**config.mk**
```make
export PLATFORM = sky130hd
export DESIGN_NAME = cms_trace_packetizer
export DESIGN_NICKNAME = d
export VERILOG_FILES = /design/src/rtl/cms_trace_packetizer.sv
export SDC_FILE = /design/constraint.sdc
export NUM_CORES = 2
export LEC_CHECK = 0
export ABC_AREA = 1
export CORE_MARGIN = 3
export CORE_UTILIZATION = 62
export CTS_CLUSTER_DIAMETER = 30
export DETAILED_ROUTE_END_ITERATION = 12
export PLACE_DENSITY = 0.82
export SYNTH_ARGS = -nofsm -noshare
export SYNTH_HDL_FRONTEND = slang
export SYNTH_SLANG_ARGS = --single-unit
```
**constraint.sdc**
```tcl
create_clock -name clk -period 75.1 [get_ports clk]
set_clock_uncertainty 0.1 [all_clocks]
set_input_delay 7.51 -clock clk [delete_from_list [all_inputs] [get_ports clk]]
set_output_delay 7.51 -clock clk [all_outputs]
set_load 0.02 [all_outputs]
```
**src/rtl/cms_trace_packetizer.sv**
```systemverilog
// Trace packetizer: captures committed {instr, pc} pairs into a FWFT FIFO and streams them on AXI-Stream.
// Optional macro CMS_TIMESTAMP_EN adds a free-running 32-bit capture timestamp to every packet.
module cms_trace_packetizer #(
  parameter int XLEN = 64,
`ifdef CMS_TIMESTAMP_EN
  parameter int AXI_DATA_WIDTH = XLEN + 64,
`else
  parameter int AXI_DATA_WIDTH = XLEN + 32,
`endif
  parameter int FIFO_DEPTH = 16,
  parameter int CTRL_ADDR_WIDTH = 8,
  parameter int CTRL_DATA_WIDTH = 64,
  parameter int CTRL_WRITE_ENABLE_POSEDGE_TRIGGERED = 0
) (
  input  logic                               clk,
  input  logic                               rst,
  input  logic [31:0]                        instr,
  input  logic [XLEN-1:0]                    pc,
  input  logic                               pc_valid,
  output logic                               M_AXIS_tvalid,
  input  logic                               M_AXIS_tready,
  output logic [AXI_DATA_WIDTH-1:0]          M_AXIS_tdata,
  output logic                               M_AXIS_tlast,
  input  logic [CTRL_ADDR_WIDTH-1:0]         ctrl_addr,
  input  logic [CTRL_DATA_WIDTH-1:0]         ctrl_wdata,
  input  logic                               ctrl_write_enable,
  output logic [31:0]                        overflow_count,
  output logic [$clog2(FIFO_DEPTH):0]        fifo_level
);

`ifdef CMS_TIMESTAMP_EN
  localparam int PKT_W = XLEN + 64;
`else
  localparam int PKT_W = XLEN + 32;
`endif
  localparam int PTR_W = $clog2(FIFO_DEPTH);
  localparam int LVL_W = PTR_W + 1;

  localparam logic [1:0] ST_DISABLED   = 2'd0;
  localparam logic [1:0] ST_WAIT_START = 2'd1;
  localparam logic [1:0] ST_CAPTURING  = 2'd2;
  localparam logic [1:0] ST_DRAINING   = 2'd3;

  localparam logic [CTRL_ADDR_WIDTH-1:0] ADDR_CTRL     = CTRL_ADDR_WIDTH'(8'h00);
  localparam logic [CTRL_ADDR_WIDTH-1:0] ADDR_INTERVAL = CTRL_ADDR_WIDTH'(8'h01);
  localparam logic [CTRL_ADDR_WIDTH-1:0] ADDR_START    = CTRL_ADDR_WIDTH'(8'h02);
  localparam logic [CTRL_ADDR_WIDTH-1:0] ADDR_STOP     = CTRL_ADDR_WIDTH'(8'h03);
  localparam logic [CTRL_ADDR_WIDTH-1:0] ADDR_OVF_CLR  = CTRL_ADDR_WIDTH'(8'h04);

  if (AXI_DATA_WIDTH < PKT_W) begin : g_width_check
    $error("cms_trace_packetizer: AXI_DATA_WIDTH smaller than packet width");
  end

  function automatic logic is_cf(input logic [6:0] opcode);
    case (opcode)
      7'b1101111, 7'b1100111, 7'b1100011: is_cf = 1'b1;
      default:                            is_cf = 1'b0;
    endcase
  endfunction

  logic                   enable_r, drop_wfi_r, cf_only_r, use_trigger_r, we_d_r;
  logic [31:0]            tlast_interval_r, push_cnt_r, overflow_r;
  logic [XLEN-1:0]        start_pc_r, stop_pc_r;
  logic [1:0]             state_r, state_nxt_s;
  logic [PKT_W-1:0]       mem_r [FIFO_DEPTH];
  logic                   last_r [FIFO_DEPTH];
  logic [PTR_W-1:0]       wr_ptr_r, rd_ptr_r;
  logic [LVL_W-1:0]       level_r;
  logic                   wr_s, eligible_s, capture_s, stop_s, pop_s, full_s;
  logic                   push_ok_s, drop_s, interval_hit_s, enter_drain_s;
  logic [PKT_W-1:0]       pkt_s;

`ifdef CMS_TIMESTAMP_EN
  logic [31:0]            ts_r;

  // Free-running capture timestamp, wraps naturally
  always_ff @(posedge clk or posedge rst) begin
    if (rst) ts_r <= 32'd0;
    else     ts_r <= ts_r + 32'd1;
  end
  assign pkt_s = {ts_r, instr, pc};
`else
  assign pkt_s = {instr, pc};
`endif

  assign wr_s = ctrl_write_enable &
                ((CTRL_WRITE_ENABLE_POSEDGE_TRIGGERED != 0) ? ~we_d_r : 1'b1);
  assign eligible_s = pc_valid
                    & ~(drop_wfi_r & (instr == 32'h0000_0001))
                    & ~(cf_only_r & ~is_cf(instr[6:0]));

  assign full_s         = (level_r == LVL_W'(FIFO_DEPTH));
  assign pop_s          = M_AXIS_tvalid & M_AXIS_tready;
  assign push_ok_s      = capture_s & (~full_s | pop_s);
  assign drop_s         = capture_s & full_s & ~pop_s;
  assign interval_hit_s = (tlast_interval_r != 32'd0) && (push_cnt_r == tlast_interval_r - 32'd1);
  assign enter_drain_s  = (state_nxt_s == ST_DRAINING) && (state_r != ST_DRAINING);

  // Capture decision and next-state selection
  always_comb begin
    capture_s   = 1'b0;
    stop_s      = 1'b0;
    state_nxt_s = state_r;
    case (state_r)
      ST_DISABLED: begin
        if (enable_r) state_nxt_s = use_trigger_r ? ST_WAIT_START : ST_CAPTURING;
        else          state_nxt_s = ST_DISABLED;
      end
      ST_WAIT_START: begin
        if (!enable_r) begin
          state_nxt_s = ST_DRAINING;
        end else if (eligible_s && (pc == start_pc_r)) begin
          capture_s   = 1'b1;
          state_nxt_s = ST_CAPTURING;
        end else begin
          state_nxt_s = ST_WAIT_START;
        end
      end
      ST_CAPTURING: begin
        capture_s = eligible_s;
        stop_s    = eligible_s & use_trigger_r & (pc == stop_pc_r);
        if (stop_s || !enable_r) state_nxt_s = ST_DRAINING;
        else                     state_nxt_s = ST_CAPTURING;
      end
      ST_DRAINING: begin
        if (level_r != LVL_W'(1'b0)) state_nxt_s = ST_DRAINING;
        else if (!enable_r)          state_nxt_s = ST_DISABLED;
        else if (use_trigger_r)      state_nxt_s = ST_WAIT_START;
        else                         state_nxt_s = ST_CAPTURING;
      end
      default: state_nxt_s = ST_DISABLED;
    endcase
  end

  // Control register file and overflow counter; a clear beats a same-cycle drop
  always_ff @(posedge clk or posedge rst) begin
    if (rst) begin
      enable_r         <= 1'b0;
      drop_wfi_r       <= 1'b0;
      cf_only_r        <= 1'b0;
      use_trigger_r    <= 1'b0;
      we_d_r           <= 1'b0;
      tlast_interval_r <= 32'd0;
      start_pc_r       <= '0;
      stop_pc_r        <= '0;
      overflow_r       <= 32'd0;
    end else begin
      we_d_r <= ctrl_write_enable;
      if (wr_s) begin
        case (ctrl_addr)
          ADDR_CTRL: begin
            enable_r      <= ctrl_wdata[0];
            drop_wfi_r    <= ctrl_wdata[1];
            cf_only_r     <= ctrl_wdata[2];
            use_trigger_r <= ctrl_wdata[3];
          end
          ADDR_INTERVAL: tlast_interval_r <= 32'(ctrl_wdata);
          ADDR_START:    start_pc_r       <= XLEN'(ctrl_wdata);
          ADDR_STOP:     stop_pc_r        <= XLEN'(ctrl_wdata);
          default: begin
          end
        endcase
      end
      if (wr_s && (ctrl_addr == ADDR_OVF_CLR))            overflow_r <= 32'd0;
      else if (drop_s && (overflow_r != 32'hFFFF_FFFF))   overflow_r <= overflow_r + 32'd1;
    end
  end

  // FSM state and interval push counter
  always_ff @(posedge clk or posedge rst) begin
    if (rst) begin
      state_r    <= ST_DISABLED;
      push_cnt_r <= 32'd0;
    end else begin
      state_r <= state_nxt_s;
      if (enter_drain_s)  push_cnt_r <= 32'd0;
      else if (push_ok_s) push_cnt_r <= interval_hit_s ? 32'd0 : push_cnt_r + 32'd1;
    end
  end

  // FIFO storage, pointers and occupancy; reset discards contents at once
  always_ff @(posedge clk or posedge rst) begin
    if (rst) begin
      for (int i = 0; i < FIFO_DEPTH; i++) begin
        mem_r[i]  <= '0;
        last_r[i] <= 1'b0;
      end
      wr_ptr_r <= '0;
      rd_ptr_r <= '0;
      level_r  <= '0;
    end else begin
      if (push_ok_s) begin
        mem_r[wr_ptr_r]  <= pkt_s;
        last_r[wr_ptr_r] <= stop_s | interval_hit_s;
        wr_ptr_r         <= wr_ptr_r + PTR_W'(1'b1);
      end
      if (pop_s) rd_ptr_r <= rd_ptr_r + PTR_W'(1'b1);
      case ({push_ok_s, pop_s})
        2'b10:   level_r <= level_r + LVL_W'(1'b1);
        2'b01:   level_r <= level_r - LVL_W'(1'b1);
        default: level_r <= level_r;
      endcase
    end
  end

  assign M_AXIS_tvalid  = (level_r != LVL_W'(1'b0));
  assign M_AXIS_tdata   = AXI_DATA_WIDTH'(mem_r[rd_ptr_r]);
  assign M_AXIS_tlast   = M_AXIS_tvalid &
                          (last_r[rd_ptr_r] | ((state_r == ST_DRAINING) && (level_r == LVL_W'(1'b1))));
  assign overflow_count = overflow_r;
  assign fifo_level     = level_r;

endmodule

```
== After elaboration in Yosys (flattened, before gate mapping) ==
Cells that the tools add are included.
Storage, ports and cells
  bits in registers: 1795
  bits of input ports: 173
  word-level logic and storage cells: 148
Cells by class
  $add $sub $neg: 7
  order comparisons: 3
  equal/unequal tests: 21
  muxes and demuxes: 30
  bitwise gates (word level): 21
  reductions and logical operators: 21
Operators with widths (number)
  $bwmux 1536: 1
  $bmux 96 s4: 1
  $demux 96 s4: 1
  $mux 96: 3
  $mux 32: 5
  $eq 64x64->1: 2
  $add 32x1->32 const B: 2
  $eq 32x1->1 const B: 1
  $eq 32x32->1: 1
  $ne 32x32->1 const B: 1
  $reduce_bool 32->1: 1
  $sub 32x1->32 const B: 1
  $eq 7x7->1 const B: 3
  $bwmux 16: 1
  $eq 8x2->1 const B: 2
  $and 1x1->1: 11
  $ge 5x5->1 const B: 2
  $mux 2: 5
  $not 4->5: 2
  $pmux 5 s2: 1
  $add 4x1->4 const B: 2
  $eq 2x2->1 const B: 4
  $eq 8x1->1 const B: 1
  $eq 8x3->1 const B: 1
  23 further kinds: 48

== Longest topological paths before layout ==
  depth in word-level cells: 16
  depth in mapped cells: 20

== Worst setup path after synthesis ==
Ideal clock, no wire load.
  path type: input to register
  from: input port instr[5]
  to: register level_r[3] (netlist: fifo_level[3])
  setup time: 0.118 ns
  arrival: 9.654 ns
  required time: 74.882 ns
  path slack: 65.228 ns
  stages: 17
  path buffers: 2
  path through: inv_1 nand4_1 nor2_1 nand3_1 o21bai_1 nor2_1 nand4_1 nand2_1 nand3_2 clkbuf_1 clkbuf_1 ha_1 inv_1 o22ai_1 nand3_1 xor2_1 inv_1
On the way
  cells in the longest elaborated chain, start to end: 14
  elaborated cells on any way between the ends: 22
  those cells by class: eq/ne: 6; mux: 5; bitwise: 8; reduce/logical: 3
Ends and longest elaborated chain
  from (decl): RTL line 17  | input logic [31:0] instr,
  $eq 7x7->1: RTL line 55  | case (opcode)
  $reduce_or 3->1: RTL line 55
  $mux 1: RTL line 55
  $not 1->1: RTL line 90  | & ~(cf_only_r & ~is_cf(instr[6:0]));
  $and 1x1->1: RTL line 90
  $not 1->1: RTL line 90
  $and 1x1->1 *: RTL line 90
  $logic_and 1x1->1: RTL line 112  | end else if (eligible_s && (pc == start_pc_r)) begin
  $mux 1: RTL line 112
  $mux 1: RTL line 110  | if (!enable_r) begin
  $pmux 1 s2 *: RTL line 104  | case (state_r)
  $and 1x1->1 *: RTL line 94  | assign push_ok_s = capture_s & (~full_s | pop_s);
  $eq 2x1->1 or $eq 2x2->1 (tied branches): RTL line 198  | case ({push_ok_s, pop_s})
  $pmux 5 s2 or $reduce_bool 2->1 (tied branches)
  to (signal assigned): RTL line 199  | 2'b10: level_r <= level_r + LVL_W'(1'b1);
  to (signal assigned): RTL line 200  | 2'b01: level_r <= level_r - LVL_W'(1'b1);
  to (signal assigned): RTL line 201  | default: level_r <= level_r;
  to (decl): RTL line 68  | logic [LVL_W-1:0] level_r;
Every way passes the cells marked *; elsewhere a longest branch is shown, timed or not.
A chain may end at the register's enable or synchronous reset.

== Final worst setup path ==
  from: register rd_ptr_r[1]
  to: output port M_AXIS_tdata[24]
On the way
  cells in the longest elaborated chain, start to end: 4
Ends and longest elaborated chain
  from (decl): RTL line 67  | logic [PTR_W-1:0] wr_ptr_r, rd_ptr_r;
  from (signal assigned): RTL line 197  | if (pop_s) rd_ptr_r <= rd_ptr_r + PTR_W'(1'b1);
  $not 4->5 (not written as such): RTL line 207  | assign M_AXIS_tdata = AXI_DATA_WIDTH'(mem_r[rd_ptr_r]);
  $bmux 96 s4: RTL line 207
  $mux 96 (not written as such) (2 in a row): RTL line 207
  to (decl): RTL line 22  | output logic [AXI_DATA_WIDTH-1:0] M_AXIS_tdata,
Every way passes these cells. The select of a mux whose other input is x is not followed.

==> impl_metrics.env <==
export IMPL_synth_avg_cell_area_um2=8.32
export IMPL_clk_pin_slew_ns=0.05
export IMPL_crit_type="reg -> out"
export IMPL_wl_per_cell_um=22.0
export IMPL_rsz0062_at_grt="no"
export IMPL_cap_viol_max_count=0
export IMPL_worstPathArrival_ns=6.45
export IMPL_path_cells="inv_8 > buf_4 > buf_4 > o21ai_0 > o221ai_1 > nand3_1 > nand2_1 > clkdlybuf4s50_1"
export IMPL_status="finished clean"
export IMPL_synth_seq_area_share_pct=53.5
export IMPL_p_int_w=0.00273
export IMPL_end_kind="output port"
export IMPL_port_buffer_count=307
export IMPL_final_max_slew_violation_count=0
export IMPL_seq_power_share_pct=30.8
export IMPL_power_share_switching_pct=36.5
export IMPL_first_pass_iters=10
export IMPL_ys_ff_latch=1795
export IMPL_drt_iter0_drc=10000
export IMPL_reg2reg_slack_ns=70.10
export IMPL_mostFrequentLayoutCell="nand2_1"
export IMPL_vias_per_cell=6.39
export IMPL_power_leakage_nw=45.0
export IMPL_post_route_min_period_ns=14.06
export IMPL_clockPowerShare_pct=38.3
export IMPL_crit_end="M_AXIS_tdata[24]"
export IMPL_r2r_cells=12
export IMPL_cts_tree="done"
export IMPL_overflow=0
export IMPL_holdPathStages=2
export IMPL_drc=0
export IMPL_die_w_um=374
export IMPL_pwr_share_comb_pct=30.9
export IMPL_cts_buffers=362
export IMPL_htree_levels=5
export IMPL_required_ns=67.49
export IMPL_ios=308
export IMPL_syn_nets=10300
export IMPL_critPathLaunch="rd_ptr_r[1]"
export IMPL_worst_slew_pin_slew_ns=1.32
export IMPL_relSlewSlack_pct=11.9
export IMPL_peakVddDrop_mv=0.0416
export IMPL_power_density_nw_per_um2=43.6
export IMPL_grt_pass1_vias=77200
export IMPL_clock_sinks=1795
export IMPL_cts_max_path_buffers=4
export IMPL_post_dp_hpwl_mm=140
export IMPL_cts_resized=0
export IMPL_fin_setup_tns_ns=0
export IMPL_grt_usage_pct=37.5
export IMPL_postLayoutCoreUtil_pct=73.6
export IMPL_syn_inst=10100
export IMPL_syn_to_final_growth_pct=17.4
export IMPL_drive_above_1_share_pct=7.05
export IMPL_cp_slowest_cell="buf_4"
export IMPL_setup_viol=0
export IMPL_die_y_um=374
export IMPL_timing_fmax_ghz=0.0711
export IMPL_routed_wl_mm=265
export IMPL_antenna_found_initial=7
export IMPL_ctsHoldBuffers=0
export IMPL_postCtsSetupRepairBufs=0
export IMPL_grt_pass1_wl_mm=419
export IMPL_yosysWarnings=0
export IMPL_p_sw_w=0.00157
export IMPL_row_count=134
export IMPL_vias=77100
export IMPL_mostFrequentLayoutCells="nand2_1, o21ai_0, dfrtp_1"
export IMPL_reg2reg_from="fifo_level[0]"
export IMPL_worstSkewPairLatency_ns=0.95
export IMPL_initial_utilization_pct=62.7
export IMPL_grt_max_degree=240
export IMPL_post_route_period_util_pct=18.7
export IMPL_core_um2=134000
export IMPL_reg2reg_to="mem_r[1197]"
export IMPL_n_fill_cell=8928
export IMPL_worst_path_max_fanout=101
export IMPL_critPathMaxStageDelay_ns=1.05
export IMPL_hold_class="reg -> reg"
export IMPL_final_hold_violation_count=0
export IMPL_nets=10200
export IMPL_die_area_um2=140000
export IMPL_critPathLaunchType="flop"
export IMPL_ctsRootBufferMaster="clkbuf_16"
export IMPL_crit_top_cell="buf_4"
export IMPL_gp_congestion=0.954
export IMPL_synth_cell_types=40
export IMPL_syn_cell_area_um2=83900
export IMPL_ant_nets=0
==> per-layer routing <==
metal / share of wire, % / GRT usage [%]
met5: 0.018 / 0
met4: 4.9 / 19.0
met3: 12 / 11.1
met2: 46 / 58.1
met1: 37 / 48.3
==> layout make-up <==
cell class              instances  area, um2  area share, %
flip-flops and latches       1795      44900           45.6
inverters                     362       1390           1.41
repair buffers                379       3680           3.73
clock inverters               191       2520           2.55
diodes                          3       7.51        0.00762
well taps                    1768       2210           2.24
clock buffers                 453      10000           10.1
multi-input cells            7111      33800           34.3
==> logic make-up after synthesis <==
group	after synthesis	synth area share, %
AOI/OAI and AO/OA	3030	19.8
DFF	1795	53.5
and+or+nand+nor	3894	18.2
xor gates and xnor gates	171	1.78
adders and majority gates	16	0.239
buffers and inverters	1187	6.38
==> worst max-delay path, delay by kind of cell (launching register included) <==
family	cells	cell delay, ns
AND/OR/NAND/NOR	2	0.43
AO/OA/AOI/OAI	2	0.50
flip-flops	1	0.86
buffers and inverters	4	3.43
==> per-stage QoR <==
stage	area [um2]	hold WS (ns)	power [W]	setup slack (ns)	std cells
after floorplan	83900	0.344	0.00214	16.81	10100
after global placement	86000	0.356	0.00255	62.15	11400
after detailed placement	86000	0.360	0.00259	62.06	11400
after CTS	98600	0.372	0.00426	61.38	12100
after global routing	98600	0.396	0.00449	61.08	12100
final	98600	0.375	0.00430	61.04	12100
==> worst min-delay path by stage <==
| stage | slack [ns] | from | end |
|---|---|---|---|
| detailed placement | 0.36 | last_r[6] | last_r[6] |
| global placement | 0.36 | last_r[9] | last_r[9] |
| finish | 0.38 | mem_r[199] | mem_r[199] |
| global route | 0.40 | mem_r[574] | mem_r[574] |
| CTS | 0.37 | last_r[6] | last_r[6] |
| floorplan | 0.34 | last_r[1] | last_r[1] |
==> registers in the layout (all words and copies together) (netlist names) <==
| signal | count |
|---|---|
| drop_wfi_r | 1 |
| enable_r | 1 |
| wr_ptr_r | 4 |
| start_pc_r | 64 |
| use_trigger_r | 1 |
| mem_r | 1536 |
| overflow_count | 32 |
| last_r | 16 |
| tlast_interval_r | 32 |
| push_cnt_r | 32 |
| stop_pc_r | 64 |
| cf_only_r | 1 |
| state_r | 2 |
| rd_ptr_r | 4 |
| fifo_level | 5 |
==> synth_stat cells <==
cell	number	area (um2)
nor3b_1	5	37.5
nor2_1	1093	4100
nand3_4	3	52.6
nand2_2	6	37.5
nand3_1	246	1230
o21ai_1	437	2190
inv_1	350	1310
o211ai_1	104	781
nor2_4	1	11.3
inv_2	11	41.3
clkinv_1	1	3.75
nor2_2	3	18.8
xnor2_1	60	526
nand3_2	2	20.0
nand3b_1	6	45.0
o22ai_1	109	682
buf_4	12	90.1
or2_2	4	25.0
o31ai_1	1	7.51
nor4_1	22	138
o21ai_0	2080	10400
ha_1	16	200
clkbuf_1	570	2140
buf_6	91	1020
nand2_1	2420	9080
buf_2	104	521
nor3_1	32	160
a211oi_1	1	7.51
and2_1	2	12.5
and3_1	1	6.26
nor2b_1	1	6.26
buf_1	13	48.8
o21bai_1	4	30.0
o221ai_1	285	2500
clkbuf_2	35	175
xor2_1	111	972
dfrtp_1	1795	44900
a21oi_1	9	45.0
nand2_4	7	78.8
nand4_1	40	250
==> power groups by stage <==
stage / Clock, W / Combinational, W / Sequential (W)
3_3_place_gp: 0 / 0.00123 / 0.00131
3_5_place_dp: 0 / 0.00127 / 0.00132
6_report: 0.00165 / 0.00133 / 0.00132
2_1_floorplan: 0 / 0.000863 / 0.00128
5_1_grt: 0.00170 / 0.00144 / 0.00134
4_1_cts: 0.00165 / 0.00130 / 0.00132
No activity file was read; power rests on OpenSTA's default activity.
